`config.mk`:
```
export PLATFORM = sky130hd
export DESIGN_NAME = operand_fetch_flat
export DESIGN_NICKNAME = d
export VERILOG_FILES = /design/src/rtl/operand_fetch_pkg.sv /design/src/rtl/operand_fetch_if.sv /design/src/rtl/operand_bypass.sv /design/src/rtl/operand_fetch.sv /design/src/flat_wrapper.sv
export SDC_FILE = /design/constraint.sdc
export NUM_CORES = 1
export LEC_CHECK = 0
export BUFFER_PORTS_ARGS = -buffer_cell sky130_fd_sc_hd__buf_2
export CORE_UTILIZATION = 37
export CTS_BUF_LIST = sky130_fd_sc_hd__clkbuf_4 sky130_fd_sc_hd__clkbuf_8 sky130_fd_sc_hd__clkbuf_16
export DETAILED_ROUTE_END_ITERATION = 12
export MAX_ROUTING_LAYER = met4
export PLACE_DENSITY_LB_ADDON = 0.15
export SKIP_CTS_REPAIR_TIMING = 1
export SYNTH_ARGS = -nofsm -noshare
export SYNTH_HDL_FRONTEND = slang
export SYNTH_SLANG_ARGS = --single-unit
```
`constraint.sdc`:
```
create_clock -name clk -period 4.6 [get_ports clk]
set_clock_uncertainty 0.15 [all_clocks]
set_input_delay 0.69 -clock clk [delete_from_list [all_inputs] [get_ports clk]]
set_output_delay 0.69 -clock clk [all_outputs]
set_load 0.05 [all_outputs]
```
`src/rtl/operand_fetch_pkg.sv`:
```
// Shared constants for the operand fetch stage and the register file it feeds from.
// The width macros live here so every file compiled after the package sees them.
`ifndef SIZE
`define SIZE 32
`endif
`ifndef REG_AW
`define REG_AW 5
`endif

package operand_fetch_pkg;
  localparam int OF_WIDTH = `SIZE;
  localparam int OF_AW    = `REG_AW;
  localparam int OF_LANES = 2;

  typedef logic [OF_AW-1:0]    reg_idx_t;
  typedef logic [OF_WIDTH-1:0] reg_data_t;
endpackage

```
`src/rtl/operand_fetch_if.sv`:
```
// Decode-side and ALU-side valid/ready channels of the operand fetch stage.
interface operand_fetch_if #(
  parameter int WIDTH = operand_fetch_pkg::OF_WIDTH,
  parameter int AW    = operand_fetch_pkg::OF_AW
);
  logic             in_valid;
  logic             in_ready;
  logic [AW-1:0]    in_rs1;
  logic [AW-1:0]    in_rs2;
  logic [AW-1:0]    in_rd;
  logic             in_we;
  logic             out_valid;
  logic             out_ready;
  logic [WIDTH-1:0] op_a;
  logic [WIDTH-1:0] op_b;
  logic [AW-1:0]    out_rd;
  logic             out_we;

  // master: decode driving in and ALU consuming out; slave: the stage itself
  modport master (
    output in_valid, in_rs1, in_rs2, in_rd, in_we, out_ready,
    input  in_ready, out_valid, op_a, op_b, out_rd, out_we
  );
  modport slave (
    input  in_valid, in_rs1, in_rs2, in_rd, in_we, out_ready,
    output in_ready, out_valid, op_a, op_b, out_rd, out_we
  );
endinterface

```
`src/rtl/operand_bypass.sv`:
```
// One operand lane: substitutes the writeback value when writeback targets this source index.
module operand_bypass #(
  parameter int WIDTH = operand_fetch_pkg::OF_WIDTH,
  parameter int AW    = operand_fetch_pkg::OF_AW
) (
  input  logic             i_wb_write,
  input  logic [AW-1:0]    i_wb_reg,
  input  logic [WIDTH-1:0] i_wb_data,
  input  logic [AW-1:0]    i_rs,
  input  logic [WIDTH-1:0] i_rf_data,
  output logic [WIDTH-1:0] o_data
);
  assign o_data = (i_wb_write && (i_wb_reg == i_rs)) ? i_wb_data : i_rf_data;
endmodule

```
`src/rtl/operand_fetch.sv`:
```
// Operand fetch stage: drives register file reads, bypasses writeback, and registers
// operands for the ALU behind a valid/ready handshake with flush and stall-time refresh.
module operand_fetch
  import operand_fetch_pkg::*;
#(
  parameter int WIDTH = `SIZE,
  parameter int AW    = `REG_AW
) (
  input  logic             clk,
  input  logic             reset,
  input  logic             flush,
  operand_fetch_if.slave   bus,
  output logic [AW-1:0]    readReg1,
  output logic [AW-1:0]    readReg2,
  input  logic [WIDTH-1:0] readData1,
  input  logic [WIDTH-1:0] readData2,
  input  logic             wb_write,
  input  logic [AW-1:0]    wb_reg,
  input  logic [WIDTH-1:0] wb_data
);
  logic             r_out_valid;
  logic [WIDTH-1:0] r_op [OF_LANES];
  logic [AW-1:0]    r_held_rs [OF_LANES];
  logic [AW-1:0]    r_out_rd;
  logic             r_out_we;

  logic [AW-1:0]    w_in_rs [OF_LANES];
  logic [WIDTH-1:0] w_rf_data [OF_LANES];
  logic [WIDTH-1:0] w_fetch_next [OF_LANES];
  logic [WIDTH-1:0] w_hold_next [OF_LANES];
  logic             w_in_ready;
  logic             w_accept;
  logic             w_transfer;

  assign w_in_rs[0]   = bus.in_rs1;
  assign w_in_rs[1]   = bus.in_rs2;
  assign w_rf_data[0] = readData1;
  assign w_rf_data[1] = readData2;

  assign readReg1 = bus.in_rs1;
  assign readReg2 = bus.in_rs2;

  // Each lane bypasses both the incoming fetch and the held operand during a stall.
  for (genvar gi = 0; gi < OF_LANES; gi++) begin : g_lane
    operand_bypass #(.WIDTH(WIDTH), .AW(AW)) u_fetch_bypass (
      .i_wb_write (wb_write),
      .i_wb_reg   (wb_reg),
      .i_wb_data  (wb_data),
      .i_rs       (w_in_rs[gi]),
      .i_rf_data  (w_rf_data[gi]),
      .o_data     (w_fetch_next[gi])
    );
    operand_bypass #(.WIDTH(WIDTH), .AW(AW)) u_hold_bypass (
      .i_wb_write (wb_write),
      .i_wb_reg   (wb_reg),
      .i_wb_data  (wb_data),
      .i_rs       (r_held_rs[gi]),
      .i_rf_data  (r_op[gi]),
      .o_data     (w_hold_next[gi])
    );
  end

  assign w_in_ready = !reset && (!r_out_valid || bus.out_ready);
  assign w_accept   = bus.in_valid && w_in_ready && !flush;
  assign w_transfer = r_out_valid && bus.out_ready;

  always_ff @(posedge clk) begin
    if (reset) begin
      r_out_valid <= 1'b0;
      r_out_rd    <= '0;
      r_out_we    <= 1'b0;
      for (int i = 0; i < OF_LANES; i++) begin
        r_op[i]      <= '0;
        r_held_rs[i] <= '0;
      end
    end else if (flush) begin
      r_out_valid <= 1'b0;
    end else if (w_accept) begin
      r_out_valid <= 1'b1;
      r_out_rd    <= bus.in_rd;
      r_out_we    <= bus.in_we;
      for (int i = 0; i < OF_LANES; i++) begin
        r_op[i]      <= w_fetch_next[i];
        r_held_rs[i] <= w_in_rs[i];
      end
    end else if (w_transfer) begin
      r_out_valid <= 1'b0;
    end else if (r_out_valid) begin
      for (int i = 0; i < OF_LANES; i++) begin
        r_op[i] <= w_hold_next[i];
      end
    end
  end

  assign bus.in_ready  = w_in_ready;
  assign bus.out_valid = r_out_valid;
  assign bus.op_a      = r_op[0];
  assign bus.op_b      = r_op[1];
  assign bus.out_rd    = r_out_rd;
  assign bus.out_we    = r_out_we;
endmodule

```
`src/flat_wrapper.sv`:
```
// flat-port wrapper written by rule: the top's interface ports become plain ports
module operand_fetch_flat import operand_fetch_pkg::*;
#(
  parameter int WIDTH = `SIZE,
  parameter int AW    = `REG_AW
)
  (clk, reset, flush, readReg1, readReg2, readData1, readData2, wb_write, wb_reg, wb_data, bus_in_valid, bus_in_rs1, bus_in_rs2, bus_in_rd, bus_in_we, bus_out_ready, bus_in_ready, bus_out_valid, bus_op_a, bus_op_b, bus_out_rd, bus_out_we);
  operand_fetch_if #(.WIDTH(WIDTH), .AW(AW)) bus_i ();
  input  logic clk;
  input  logic reset;
  input  logic flush;
  output logic [AW-1:0] readReg1;
  output logic [AW-1:0] readReg2;
  input  logic [WIDTH-1:0] readData1;
  input  logic [WIDTH-1:0] readData2;
  input  logic wb_write;
  input  logic [AW-1:0] wb_reg;
  input  logic [WIDTH-1:0] wb_data;
  input wire logic [$bits(bus_i.in_valid)-1:0] bus_in_valid;
  input wire logic [$bits(bus_i.in_rs1)-1:0] bus_in_rs1;
  input wire logic [$bits(bus_i.in_rs2)-1:0] bus_in_rs2;
  input wire logic [$bits(bus_i.in_rd)-1:0] bus_in_rd;
  input wire logic [$bits(bus_i.in_we)-1:0] bus_in_we;
  input wire logic [$bits(bus_i.out_ready)-1:0] bus_out_ready;
  output wire logic [$bits(bus_i.in_ready)-1:0] bus_in_ready;
  output wire logic [$bits(bus_i.out_valid)-1:0] bus_out_valid;
  output wire logic [$bits(bus_i.op_a)-1:0] bus_op_a;
  output wire logic [$bits(bus_i.op_b)-1:0] bus_op_b;
  output wire logic [$bits(bus_i.out_rd)-1:0] bus_out_rd;
  output wire logic [$bits(bus_i.out_we)-1:0] bus_out_we;
  assign bus_i.in_valid = bus_in_valid;
  assign bus_i.in_rs1 = bus_in_rs1;
  assign bus_i.in_rs2 = bus_in_rs2;
  assign bus_i.in_rd = bus_in_rd;
  assign bus_i.in_we = bus_in_we;
  assign bus_i.out_ready = bus_out_ready;
  assign bus_in_ready = bus_i.in_ready;
  assign bus_out_valid = bus_i.out_valid;
  assign bus_op_a = bus_i.op_a;
  assign bus_op_b = bus_i.op_b;
  assign bus_out_rd = bus_i.out_rd;
  assign bus_out_we = bus_i.out_we;
  operand_fetch #(.WIDTH(WIDTH), .AW(AW)) u_core (.clk(clk), .reset(reset), .flush(flush), .bus(bus_i), .readReg1(readReg1), .readReg2(readReg2), .readData1(readData1), .readData2(readData2), .wb_write(wb_write), .wb_reg(wb_reg), .wb_data(wb_data));
endmodule
```
==> metrics.md <==
| Metric | Value |
|---|---|
| Status | `complete, no violations` |
| Avg WL per Cell | `around 17 um` |
| Gr usage total | `0.1918` |
| Top_reg_cell synth | `edfxtp_1` |
| Ys async rst share | `0` |
| Clock Pin Slew Worst Setup and Hold Paths | `80 ps` |
| Final Slew Violations | `0` |
| Worst-Margin Slew | `944.6 ps` |
| Largest area contributor in the netlist | `edfxtp_1` |
| Final Cell Area | `4906 um^2` |
| EDFF count, synth | `74` |
| CTS root buf | `clkbuf_8` |
| Startpoint types | `primary input` |
| DRC violations left | `0` |
| Initial antenna violation count | `0` |
| Dpl ws | `between 1000 and 1500 ps` |
| Die ar. | `10,160 um^2` |
| Die Height | `100.8 um` |
| Layout cells sized above 1 | `0.5295` |
| Pwr/cell area | `364.2 nW/um^2` |
| Post-synth top cells | `74 x edfxtp_1, 64 x a22o_1, 14 x nand2_1` |
| Critical Path Sink Type | `flop` |
| # diodes | `0` |
| Reg2reg start | `u_core.bus.out_valid` |
| Final cell count without fillers | `569` |
| Final Hold Viols | `0` |
| ANT nets after route | `0` |
| Leak pwr | `2.217 nW` |
| Worst Setup EP | `u_core.r_op[0][27]` |
| WHS | `around 310 ps` |
| R2r setup slk | `1860 ps` |
| Total wire length | `about 9.4 mm` |
| FF-to-FF End | `u_core.r_op[0][27]` |
| Post-DP HPWL | `a little over 7 mm` |
| # rows | `35` |
| Max Root-Sink Buffers | `2` |
| Ys Warns | `0` |
| Syn_area_per_cell | `14.98 um^2` |
| HP Class | `reg -> reg` |
| Area share of the largest cell type after synthesis | `0.6154` |
| Core Region | `9328 um^2` |
| Synth-to-Final Area Change | `35.86%` |
| DRT iter0 DRCs | `79` |
| Worst-skew pair later-pin latency | `350 ps` |
| Worst-path maximum fanout | `17` |
| Kind of critical path | `in -> reg` |
| Largest vdd supply drop | `164.1 uV` |
| CTS tree | `built` |
| Count leader, synth | `edfxtp_1` |
| Mapped cell area | `around 3600 um^2` |
| Top post-synthesis cells by area | `edfxtp_1 62%, a22o_1 16%, dfxtp_1 3.9%` |
| Placed insts | `553` |
| Final setup fails | `0` |
| Total grt overflow | `0` |
| GPL Wtd Cong | `0.7605` |
| Crit path DAT | `2780 ps` |
| Worst setup margin | `1728 ps` |
| Post-Place Cell Area | `4692 um^2` |
| Clk sink count | `81` |
| Die width | `100.8 um` |
| Fin crit period | `between 2000 and 3000 ps` |
| Cells on worst reg2reg path | `5` |
| CTS H-tree lvls | `3` |
| Final Cycle Share | `0.6245` |
| Netlist cell types | `29` |
| Ports | `205` |
| RSZ-0062 raised after global routing | `false` |
| IO Port Bufs | `204` |
| Final nets | `558` |
| First-pass detailed-route iteration total | `4` |
| Relative slew slack | `0.3689` |
| Maximum clock rate | `0.3481 GHz` |
| Initial Util | `0.3871` |
| Vias in the first global route | `roughly 2,700` |
| First-pass GRT wire length | `~14 mm` |
| Sequential cell area fraction in the yosys report | `0.6542` |
| Vias per Instance | `4.916` |
| Final TNS setup | `0 ps` |
| WP data required | `4500 ps` |
| Syn nets | `364` |
| Gate count of the mapped netlist | `241` |
| Max_cap viols | `0` |
| Vias | `roughly 2,800` |
| Pin count of the biggest net entering global routing | `33` |
| Synth Register Bits | `just over 80` |
| CTS buffer count | `9` |
| Critical Path Source | `bus_out_ready` |
-- layer usage --
layer / vias up / GRT usage / wire length (um)
li1: 1321 / - / -
met1: 1317 / 0.2235 / 3884
met2: 145 / 0.3224 / 4726
met3: 14 / 0.03953 / 658
met4: 0 / 0.08138 / 156
met5: - / - / 0
-- flip-flops by register name, summed over array words and instances, names as in the netlist --
| signal | cells |
|---|---|
| u_core.r_op | 64 |
| u_core.bus.out_rd | 5 |
| u_core.bus.out_we | 1 |
| u_core.r_held_rs | 10 |
| u_core.bus.out_valid | 1 |
-- how the worst min path moves through the flow --
stage                     depth (start not counted)  slack (ps)                  from                   end
after detailed placement                          2         300  u_core.bus.out_rd[2]  u_core.bus.out_rd[2]
after global routing                              2         350  u_core.bus.out_rd[3]  u_core.bus.out_rd[3]
final                                             2         310  u_core.bus.out_rd[2]  u_core.bus.out_rd[2]
after global placement                            2         300  u_core.bus.out_rd[4]  u_core.bus.out_rd[4]
after floorplan                                   2         530  u_core.bus.out_rd[0]  u_core.bus.out_rd[0]
after CTS                                         2         310  u_core.bus.out_rd[2]  u_core.bus.out_rd[2]
-- worst max-delay path, cell delays in order --
cell     delay [ps]
buf_2           100
and2b_1         260
nand3_1         110
or4_1           580
o31ai_4         770
buf_12          250
-- logic make-up after synthesis --
| kind of cell | count (synthesis) | synth area share |
|---|---|---|
| flip-flops | 81 | 0.6542 |
| AND/OR/NAND/NOR | 37 | 0.05787 |
| buffers and inverters | 26 | 0.05405 |
| AO/OA/AOI/OAI | 77 | 0.1833 |
| XOR/XNOR | 20 | 0.05059 |
-- cell type report --
class	count	area, um^2
multi-input cells	134	1089
well taps	129	161.4
repair buffers	208	1076
clock inverters	6	82.58
clock buffers	10	131.4
flip-flops and latches	81	2362
inverters	1	3.754
fillers	825	4422
-- cell usage in the layout, fill, tap and decap left out, drive strengths merged --
cell type  instances
a32o               1
nor4               1
xnor2              6
inv                1
nand3              2
or4                2
nor2               3
nand2b             1
dfxtp              7
bufinv             2
nand4              1
clkinvlp           1
buf              208
and3               1
a21oi              7
nand2             14
clkbuf            10
o21a               2
edfxtp            74
o31ai              3
xor2              14
and2              11
and2b              1
a22o              64
clkinv             3
-- per-stage QoR --
step                power, mW    util
detailed placement      1.243  0.5030
CTS                     1.796  0.5260
global route            1.852  0.5260
finish                  1.787  0.5260
floorplan               1.120       -
global placement        1.242  0.5030
-- power breakdown --
part           total (mW)  switching, mW  leakage [nW]  internal [mW]
Sequential          0.865         0.0132         0.828          0.852
Combinational       0.358          0.257          1.28          0.101
Clock               0.563          0.254         0.109          0.309
(Power assumes the default switching activity.)
